==> src/rtl/cv32e40p_if_id_queue_pkg.sv <==
// cv32e40p_if_id_queue_pkg: entry type and pointer helper shared by the IF->ID queue.
package cv32e40p_if_id_queue_pkg;
   typedef struct packed {
      logic [31:0] instr;
      logic [31:0] pc;
      logic        compressed;
      logic        illegal_c;
      logic        fetch_failed;
   } if_entry_t;

   function automatic int unsigned wrap_inc(input int unsigned p, input int unsigned depth);
      return (p == depth - 1) ? 0 : p + 1;
   endfunction
endpackage

==> src/rtl/cv32e40p_if_id_queue_if.sv <==
// cv32e40p_if_id_queue_if: IF-side push and ID-side pop handshakes of the IF->ID queue.
interface cv32e40p_if_id_queue_if;
   import cv32e40p_if_id_queue_pkg::*;
   logic      in_valid;
   logic      in_ready;
   if_entry_t in_entry;
   logic      out_valid;
   logic      out_ready;
   if_entry_t out_entry;
   modport master (output in_valid, in_entry, out_ready, input in_ready, out_valid, out_entry);
   modport slave (input in_valid, in_entry, out_ready, output in_ready, out_valid, out_entry);
endinterface

==> src/rtl/cv32e40p_if_id_queue.sv <==
// cv32e40p_if_id_queue: DEPTH-entry IF->ID decoupling FIFO with flush, forced reset and drop modes.
module cv32e40p_if_id_queue
   import cv32e40p_if_id_queue_pkg::*;
#(
   parameter int unsigned DEPTH        = 2,
   parameter bit          FULL_PUSHPOP = 1'b1,
   localparam int unsigned CNT_W       = $clog2(DEPTH + 1),
   localparam int unsigned PTR_W       = (DEPTH > 1) ? $clog2(DEPTH) : 1
) (
   input  logic                    clk,
   input  logic                    rst_n,
   input  logic                    flush,
   input  logic                    force_reset,
   input  logic                    force_invalid,
   cv32e40p_if_id_queue_if.slave   bus,
   output logic [CNT_W-1:0]        level,
   output logic                    overflow
);
   if_entry_t        mem [DEPTH];
   logic [PTR_W-1:0] rd_ptr, wr_ptr;
   logic [CNT_W-1:0] count;
   logic             full, push, pop, write;

   assign full          = count == CNT_W'(DEPTH);
   assign bus.in_ready  = !full || (FULL_PUSHPOP && bus.out_ready);
   assign bus.out_valid = count != '0;
   assign bus.out_entry = mem[rd_ptr];
   assign push          = bus.in_valid && bus.in_ready;
   assign pop           = bus.out_valid && bus.out_ready;
   assign write         = push && !force_invalid;
   assign level         = count;

   always_ff @(posedge clk) begin
      if (!rst_n) begin
         rd_ptr   <= '0;
         wr_ptr   <= '0;
         count    <= '0;
         overflow <= 1'b0;
         mem      <= '{default: '0};
      end else begin
         if (bus.in_valid && !bus.in_ready && !flush) overflow <= 1'b1;
         if (force_reset) begin
            rd_ptr <= '0;
            wr_ptr <= '0;
            count  <= '0;
            mem    <= '{default: '0};
         end else if (flush) begin
            rd_ptr <= '0;
            wr_ptr <= '0;
            count  <= '0;
         end else begin
            // when full with a concurrent pop, wr_ptr == rd_ptr so the freed head slot is reused
            if (write) begin
               mem[wr_ptr] <= bus.in_entry;
               wr_ptr      <= PTR_W'(wrap_inc(int'(wr_ptr), DEPTH));
            end
            if (pop) rd_ptr <= PTR_W'(wrap_inc(int'(rd_ptr), DEPTH));
            count <= count + CNT_W'(write) - CNT_W'(pop);
         end
      end
   end
endmodule

==> src/flat_wrapper.sv <==
// flat-port wrapper written by rule: the top's interface ports become plain ports
module cv32e40p_if_id_queue_flat import cv32e40p_if_id_queue_pkg::*;
#(
   parameter int unsigned DEPTH        = 2,
   parameter bit          FULL_PUSHPOP = 1'b1,
   localparam int unsigned CNT_W       = $clog2(DEPTH + 1),
   localparam int unsigned PTR_W       = (DEPTH > 1) ? $clog2(DEPTH) : 1
)
  (clk, rst_n, flush, force_reset, force_invalid, level, overflow, bus_in_valid, bus_in_entry, bus_out_ready, bus_in_ready, bus_out_valid, bus_out_entry);
  cv32e40p_if_id_queue_if bus_i ();
  input  logic clk;
  input  logic rst_n;
  input  logic flush;
  input  logic force_reset;
  input  logic force_invalid;
  output logic [CNT_W-1:0] level;
  output logic overflow;
  input wire logic [$bits(bus_i.in_valid)-1:0] bus_in_valid;
  input wire logic [$bits(bus_i.in_entry)-1:0] bus_in_entry;
  input wire logic [$bits(bus_i.out_ready)-1:0] bus_out_ready;
  output wire logic [$bits(bus_i.in_ready)-1:0] bus_in_ready;
  output wire logic [$bits(bus_i.out_valid)-1:0] bus_out_valid;
  output wire logic [$bits(bus_i.out_entry)-1:0] bus_out_entry;
  assign bus_i.in_valid = bus_in_valid;
  assign bus_i.in_entry = bus_in_entry;
  assign bus_i.out_ready = bus_out_ready;
  assign bus_in_ready = bus_i.in_ready;
  assign bus_out_valid = bus_i.out_valid;
  assign bus_out_entry = bus_i.out_entry;
  cv32e40p_if_id_queue #(.DEPTH(DEPTH), .FULL_PUSHPOP(FULL_PUSHPOP)) u_core (.clk(clk), .rst_n(rst_n), .flush(flush), .force_reset(force_reset), .force_invalid(force_invalid), .bus(bus_i), .level(level), .overflow(overflow));
endmodule
==> config.mk <==
export PLATFORM = sky130hd
export DESIGN_NAME = cv32e40p_if_id_queue_flat
export DESIGN_NICKNAME = d
export VERILOG_FILES = /design/src/rtl/cv32e40p_if_id_queue_pkg.sv /design/src/rtl/cv32e40p_if_id_queue_if.sv /design/src/rtl/cv32e40p_if_id_queue.sv /design/src/flat_wrapper.sv
export SDC_FILE = /design/constraint.sdc
export NUM_CORES = 1
export LEC_CHECK = 0
export CAP_MARGIN = 5
export CELL_PAD_IN_SITES_DETAIL_PLACEMENT = 1
export CELL_PAD_IN_SITES_GLOBAL_PLACEMENT = 1
export CORE_ASPECT_RATIO = 0.8
export CORE_MARGIN = 5
export CORE_UTILIZATION = 37
export CTS_CLUSTER_DIAMETER = 50
export CTS_CLUSTER_SIZE = 14
export DETAILED_ROUTE_END_ITERATION = 10
export GPL_TIMING_DRIVEN = 1
export HOLD_SLACK_MARGIN = 0.15
export MAX_ROUTING_LAYER = met4
export PLACE_DENSITY_LB_ADDON = 0.3
export SYNTH_ARGS = -nofsm -noshare
export SYNTH_HDL_FRONTEND = slang
export SYNTH_SLANG_ARGS = --single-unit
==> constraint.sdc <==
create_clock -name clk -period 2.4 [get_ports clk]
set_input_delay 0.24 -clock clk [delete_from_list [all_inputs] [get_ports clk]]
set_output_delay 0.24 -clock clk [all_outputs]
set_load 0.005 [all_outputs]
==> results of run 1 <==
-- worst max-delay path: stages, from the launching register on --
cell,delay (ns)
sky130_fd_sc_hd__dfxtp_4,0.37
sky130_fd_sc_hd__buf_12,0.23
sky130_fd_sc_hd__mux2_2,0.39
sky130_fd_sc_hd__clkdlybuf4s50_1,0.47
-- per-layer routing --
| metal | vias to the layer above | GRT usage | wire [µm] |
|---|---|---|---|
| li1 | 2331 | - | - |
| met1 | 2219 | 0.2009 | 6905 |
| met2 | 99 | 0.2918 | 7970 |
| met3 | 22 | 0.04238 | 758 |
| met4 | 0 | 0.06862 | 297 |
| met5 | - | - | 0 |
-- cell type report --
class                           count  share of cell area
Clock inverter                     14             0.02827
Tap cell                          215             0.03166
Multi-Input combinational cell    429              0.3624
Inverter                            2           0.0008835
Antenna cell                        1           0.0002945
Timing Repair Buffer              158              0.1956
Sequential cell                   139              0.3279
Clock buffer                       18             0.05301
-- final timing paths --
| check | startpoint | to | depth (start not counted) |
|---|---|---|---|
| max | u_core.rd_ptr | bus_out_entry[20] | 3 |
| min | bus_in_entry[7] | u_core.mem[74] | 3 |
| max reg2reg | u_core.level[1] | u_core.mem[101] | 3 |
| min reg2reg | u_core.mem[112] | u_core.mem[112] | 2 |
-- Yosys cell counts, drive strengths merged --
cell type	instances	area [µm²]
a21boi	1	7.510
and2	1	6.260
and3	1	6.260
buf	22	147.6
clkbuf	22	82.58
dfxtp	139	2783
ha	1	12.51
inv	2	7.500
mux2	67	754.5
mux2i	135	1351
nand2	203	762.0
nand2b	2	12.51
nor2b	1	6.260
nor3	1	5.000
nor3b	3	33.78
nor4	1	12.51
nor4bb	1	10.01
o21a	2	15.01
o21ai	2	10.01
or2	1	6.260
or3	3	18.77
or4	1	11.26
xnor2	1	8.760
xor2	1	8.760
-- kinds of logic (layout without fill, tap and decap cells) --
group / after synthesis / after routing / synth area share
DFF: 139 / 139 / 0.4577
and+or+nand+nor: 219 / 219 / 0.1465
xor gates and xnor gates: 2 / 2 / 0.002882
AOI/OAI and AO/OA: 5 / 5 / 0.005351
buffers and inverters: 46 / 192 / 0.03910
adders and majority gates: 1 / 1 / 0.002058
muxes: 202 / 202 / 0.3464
other: 0 / 1 / 0
-- power groups by stage --
| stage | clock network (W) | registers [W] | logic [W] |
|---|---|---|---|
| final | 0.00303 | 0.00233 | 0.000360 |
| after global placement | 0 | 0.00238 | 0.000355 |
| after floorplan | 0 | 0.00238 | 0.000154 |
| after global routing | 0.00321 | 0.00233 | 0.000390 |
| after CTS | 0.00311 | 0.00233 | 0.000366 |
| after detailed placement | 0 | 0.00238 | 0.000363 |
-- registers in the layout, summed over array words and instances, names as in the netlist --
register / cells
u_core.wr_ptr: 1
u_core.level: 2
u_core.rd_ptr: 1
u_core.mem: 134
u_core.overflow: 1
-- through the flow --
step | std cells | instance area (µm²) | total power [W] | util
floorplan | 614 | 6080 | 0.002536 | -
global placement | 943 | 7804 | 0.002738 | 0.4891
finish | 976 | 8497 | 0.005728 | 0.5326
detailed placement | 943 | 7804 | 0.002747 | 0.4891
global route | 976 | 8497 | 0.005934 | 0.5326
CTS | 975 | 8494 | 0.005812 | 0.5324
==> run summary, run 1 <==
The flow ran to the end, and the final reports show no timing, DRC or antenna violations. The top cell types in the final layout, fill and taps aside, are sky130_fd_sc_hd__nand2_1 (202), sky130_fd_sc_hd__clkdlybuf4s50_1 (145), sky130_fd_sc_hd__dfxtp_1 (138). Worst-margin pin slew: 0.5744 ns.

The tools report the final hold violation count as 0. The layout filler cell count was 1745; the required time at the worst-slack endpoint was 2.16 ns. The class of the most critical setup path was reg -> out. Setup violations remaining at the end of the flow were counted as 0. The synthesized area per cell came out at 9.902 µm². The static leakage was 3.491 nW. The run gives 0.0005046 V as the maximum resistive drop on vdd. In this run the worst hold path is classified as in -> reg. For the core footprint, the log shows 15950 µm².

Number of iterations in the first detailed-routing pass: 4. Buffers inserted during clock tree synthesis total 17. Synthesis inferred 139 register bits.

The arrival time at the worst endpoint is 1.89 ns, and the total power divided by cell area is 674.1 nW/µm². Synthesis produced a netlist with a net count of 689. For the H-tree depth, the log shows 4. The switching power as a share of total power is 0.2063, and the number of core rows is 41.

The multi-input combinational cells in the finished layout cover a total of 3079 µm². The fraction of layout cells with a size suffix above 1 is 0.1329, and the leftover overflow at the end of global routing is 0. The combined flip-flop and latch cell area was 2786 µm². The run gives 0.3811 as the initial standard-cell utilization of the core.

For the portion of total power attributed to combinational logic, the log shows 0.063. The proportion of synthesized chip area in sequential cells was 0.4577. Across all register-to-register paths, the minimum setup slack is 0.69 ns. Static timing analysis puts the maximum clock frequency at 0.4686 GHz.

The average wire per cell in the routed design was 16.32 µm. Clock-pin slew was measured on the worst setup and hold paths at 0.06 ns. The count of buffers added on input and output ports is 145.

The die covers 19110 µm². The logs give 0.1740 for the total global routing track utilization and 11040 µm for the detailed placement HPWL. Setup total negative slack on the finished layout was measured at 0 ns.

After layout, the minimum clock period comes to 2.134 ns. TritonCTS built the clock tree. The clock network fraction of total power came out at 0.530.

The logs give 15930 µm for the final wirelength and 0 for the number of max-slew violations in the final report. The first global-routing pass estimated 26590 µm of wire. The count of unique library cells instantiated by Yosys came out at 30. Relative to the synthesized area, the layout overhead comes to 39.76%.

Along the worst path, the maximum fanout reaches 35. Average vias per placed instance: 4.786. The remaining routing DRC violations was 0; the share of total power in sequential cells was 0.407. The detailed router's first-iteration violation count was 100.

The y dimension of the die is 124.7 µm. The number of global-route vias before repair is 5305, and the number of antenna violations at the first check in global routing is 1. The clock arrives with 0.005873 ns of skew. Counting along the longest clock path gives a buffer depth of 2.

The tree is rooted in a sky130_fd_sc_hd__clkbuf_16. The Yosys warning count came out at 0. The number of instances resized during post-cts repair came out at 0.

The count of nets left with antenna violations after detail routing came out at 0. The worst setup path is launched from a flip-flop. The count of maximum capacitance violations is 0, and the largest net degree at the start of global routing is 50. The portion of the clock cycle consumed by the worst path in the final layout is 0.8892, and the weighted congestion reported at the end of routability-driven placement is 0.7032.

The commonest non-fill, non-tap cell in the layout is sky130_fd_sc_hd__nand2_1. The final route contains 4671 vias. Headroom to the max-slew limit: 0.6162.

Counting every instance in the synthesized netlist gives 614. The horizontal die dimension is 153.3 µm. Post-CTS timing repair inserted 0 buffers for setup. The logs give 0.2660 ns for the smallest setup slack after layout and 822 for the net count of the finished layout.

The kind of end point of the critical path was a primary output. Timing analysis after detailed placement gives a worst setup slack of 0.3647 ns. For this design, the CTS-stage hold fixing added 0 buffers. The tools report the number of placed I/O pins as 146. Setup repair after global routing left no endpoint under its margin.

The clock drives 139 sinks. Hold is met by 0.4102 ns. The internal power of the cells totals 0.004546 W. The switching power is 0.001182 W, and the post-synthesis cell area is 6080 µm².

The clock reaches the later pin of the worst-skew pair after 0.41 ns.
No activity file was read; power rests on OpenSTA's default activity.
==> inputs of run 2 (changes only) <==
Settings changed: CORE_UTILIZATION 37 to 41.
==> run 2 against run 1 <==
  * Clock power decreased by 13%
  * Highest routed layer unchanged
  * Clock skew decreased by 0.0015 ns
  * Combinational power decreased by 2%
  * Worst setup slack got worse by 0.0068 ns
  * Utilization increased by 4.4 points
  * Register-to-register slack got worse by 0.04 ns
==> run summary, run 2 (same netlist as run 1, synthesis figures left out) <==
The final core utilization is 0.5762. The commonest non-fill, non-tap cell in the layout is sky130_fd_sc_hd__nand2_1. Along the worst path, the maximum fanout reaches 34.

The y dimension of the die is 118.9 µm, and the logic depth of the worst register-to-register path is 3. Global-route met1 utilization: 0.2299. The area growth from synthesis to layout is 36.43%. The number of global-route vias before repair is 5247, and the delay of the slowest cell on the worst path is 0.47 ns. The register with the most flip-flops in the layout has 134 of them. Timing would allow up to 0.4671 GHz.

Largest net degree at the start of global routing: 103. TritonCTS built the clock tree. Fill cells in the final layout number 1567. For the number of antenna violations at the first check in global routing, the log shows 0.

Hold path startpoint: bus_in_entry[41]. For this design the top-level I/O count stands at 146. The detail route stage leaves a number of antenna-violating nets equal to 0. Largest register by flop count: u_core.mem.

The maximum resistive drop on vdd is 0.0005319 V. The tools report the critical register-to-register path endpoint as u_core.mem[69]. Antenna diode instance count: 0.

Class of the most critical setup path: reg -> out. Smallest setup slack after layout: 0.2591 ns. Walking the worst path, the cells encountered are buf_12 -> mux2_2 -> clkdlybuf4s50_1. For the worst setup path, the data required time is 2.16 ns.

Most utilized layer in the global route result: met2. For the static leakage, the log shows 3.418 nW. The flow ran to the end, and the final reports show no timing, DRC or antenna violations. The logs give 0 for the remaining routing DRC violations and 8294 µm² for the post-route cell area. The logs give 0 for the number of setup violations in the final report and 0 ns for the setup total negative slack.

The run gives 0.6935 as the weighted congestion reported at the end of routability-driven placement. The worst register-to-register path begins at u_core.level[1]. The top cell types in the final layout, fill and taps aside, are sky130_fd_sc_hd__nand2_1 (202), sky130_fd_sc_hd__clkdlybuf4s50_1 (145), sky130_fd_sc_hd__dfxtp_1 (138). The worst register-to-register path has a setup slack of 0.65 ns. After detailed routing, the average wire length per cell comes to 17.41 µm. In this run the core area contains 39 standard-cell rows. For the clock network latency to the later pin of the worst-skew pair, the log shows 0.41 ns. The portion of the clock cycle consumed by the worst path in the final layout was 0.8920; the H-tree depth was 4. The die covers 17380 µm². The worst-margin pin slew came out at 0.5575 ns. The highest-delay cell along the critical path is sky130_fd_sc_hd__clkdlybuf4s50_1.

Detailed placement finished with a half-perimeter wire length of 10880 µm. The pre-antenna-repair detailed-routing pass consisted of 4 iterations. Post-CTS repair changed the size of 0 cells.

Number of input and output port buffers inserted: 145. The total vias in the final route was 4692. For the count of hold buffers inserted by post-cts repair, the log shows 0. The worst hold path terminates at u_core.mem[41]. The routed design could run at a clock period as short as 2.141 ns. The logs give 16340 µm for the final wirelength and 0 for the post-CTS setup repair buffer count. After detailed placement, the total cell area comes to 7692 µm². The number of max-slew violations in the final report is 0, and the horizontal die dimension is 146.1 µm. The fraction of layout cells with a size suffix above 1 was 0.1220; the initial standard-cell utilization of the core was 0.4223.

The total power divided by cell area was 642.2 nW/µm²; the total CTS buffers was 17. Final hold violation count: 0. At the worst endpoint, the arrival time is 1.90 ns. Before CTS, the worst setup slack after placement is 0.3235 ns.

The detailed router finished its first iteration with 171 violations. The number of instances on the worst hold path is 3, and the buffer levels on the longest clock path is 2. After detailed routing, the number of vias per cell comes to 5.002.

Setup repair after global routing left no endpoint under its margin. The clock-pin slew reported for the worst setup and hold paths after clock tree synthesis works out to 0.06 ns. The met3 demand-to-capacity share in global routing was 0.04973. The root buffer cell was sky130_fd_sc_hd__clkbuf_16.

The count of maximum capacitance violations is 0. The met2 capacity usage during global routing was 0.3258; the core footprint was 14400 µm². The tools report the category of the worst setup path launch point as a flip-flop. For the headroom to the max-slew limit, the log shows 0.6283.

The worst setup path is captured at a primary output. Power comes to 0.005326 W. The logs give 0 for the leftover overflow at the end of global routing and 0.004332 ns for the worst setup skew after layout.

The clock drives 139 sinks. The net count of the finished layout is 816. The worst hold path belongs to the class in -> reg. The total global routing track utilization is 0.1941. For the first-pass GRT wire length, the log shows 26540 µm.
run 2: changes by cell type in the layout (fill, tap and decap cells not counted), sizes merged:
cell      change
clkinv        -2
clkinvlp      -1
inv           -1
diode         -1
bufinv        -4
clkbuf        +8
buf           -6
run 2: critical path, delay by kind of cell (launching register included):
family | cells | cell delay [ns]
buffers and inverters | 2 | 0.71
muxes | 1 | 0.38
DFF | 1 | 0.38
run 2: routing by layer:
layer  vias to the layer above  wire [µm]
met1                      2265       7256
met3                        18        684
met5                         -          0
met2                       102       8163
met4                         0        231
li1                       2307          -
run 2: final cells by class:
cell class,count,area (µm²),area share
Clock inverter,6,82.58,0.009956
Inverter,2,7.507,0.0009051
Multi-Input combinational cell,429,3079,0.3712
Clock buffer,26,519.2,0.06260
Timing Repair Buffer,152,1592,0.1919
Tap cell,184,230.2,0.02776
Sequential cell,139,2784,0.3356
run 2: metrics by stage:
step	hold WS, ns	cells
after CTS	0.3940	938
after global placement	0.4376	906
final	0.4068	938
after global routing	0.4151	938
after detailed placement	0.4485	906
after floorplan	0.3174	614
run 2: worst max-delay path by stage:
stage | start | end | slack (ns)
finish | u_core.rd_ptr | bus_out_entry[34] | 0.26
global route | u_core.rd_ptr | bus_out_entry[15] | 0.19
detailed placement | flush | u_core.mem[39] | 0.32
global placement | flush | u_core.mem[41] | 0.40
CTS | u_core.rd_ptr | bus_out_entry[2] | 0.23
floorplan | u_core.rd_ptr | bus_out_entry[10] | 0.77
run 2: power breakdown:
| group | total [W] | switching [W] | leakage, nW | internal (W) |
|---|---|---|---|---|
| Sequential | 0.00234 | 0.00000971 | 1.12 | 0.00233 |
| Combinational | 0.000352 | 0.000156 | 2.00 | 0.000196 |
| Clock | 0.00264 | 0.000947 | 0.296 | 0.00169 |
| Total | 0.00533 | 0.00111 | 3.42 | 0.00421 |
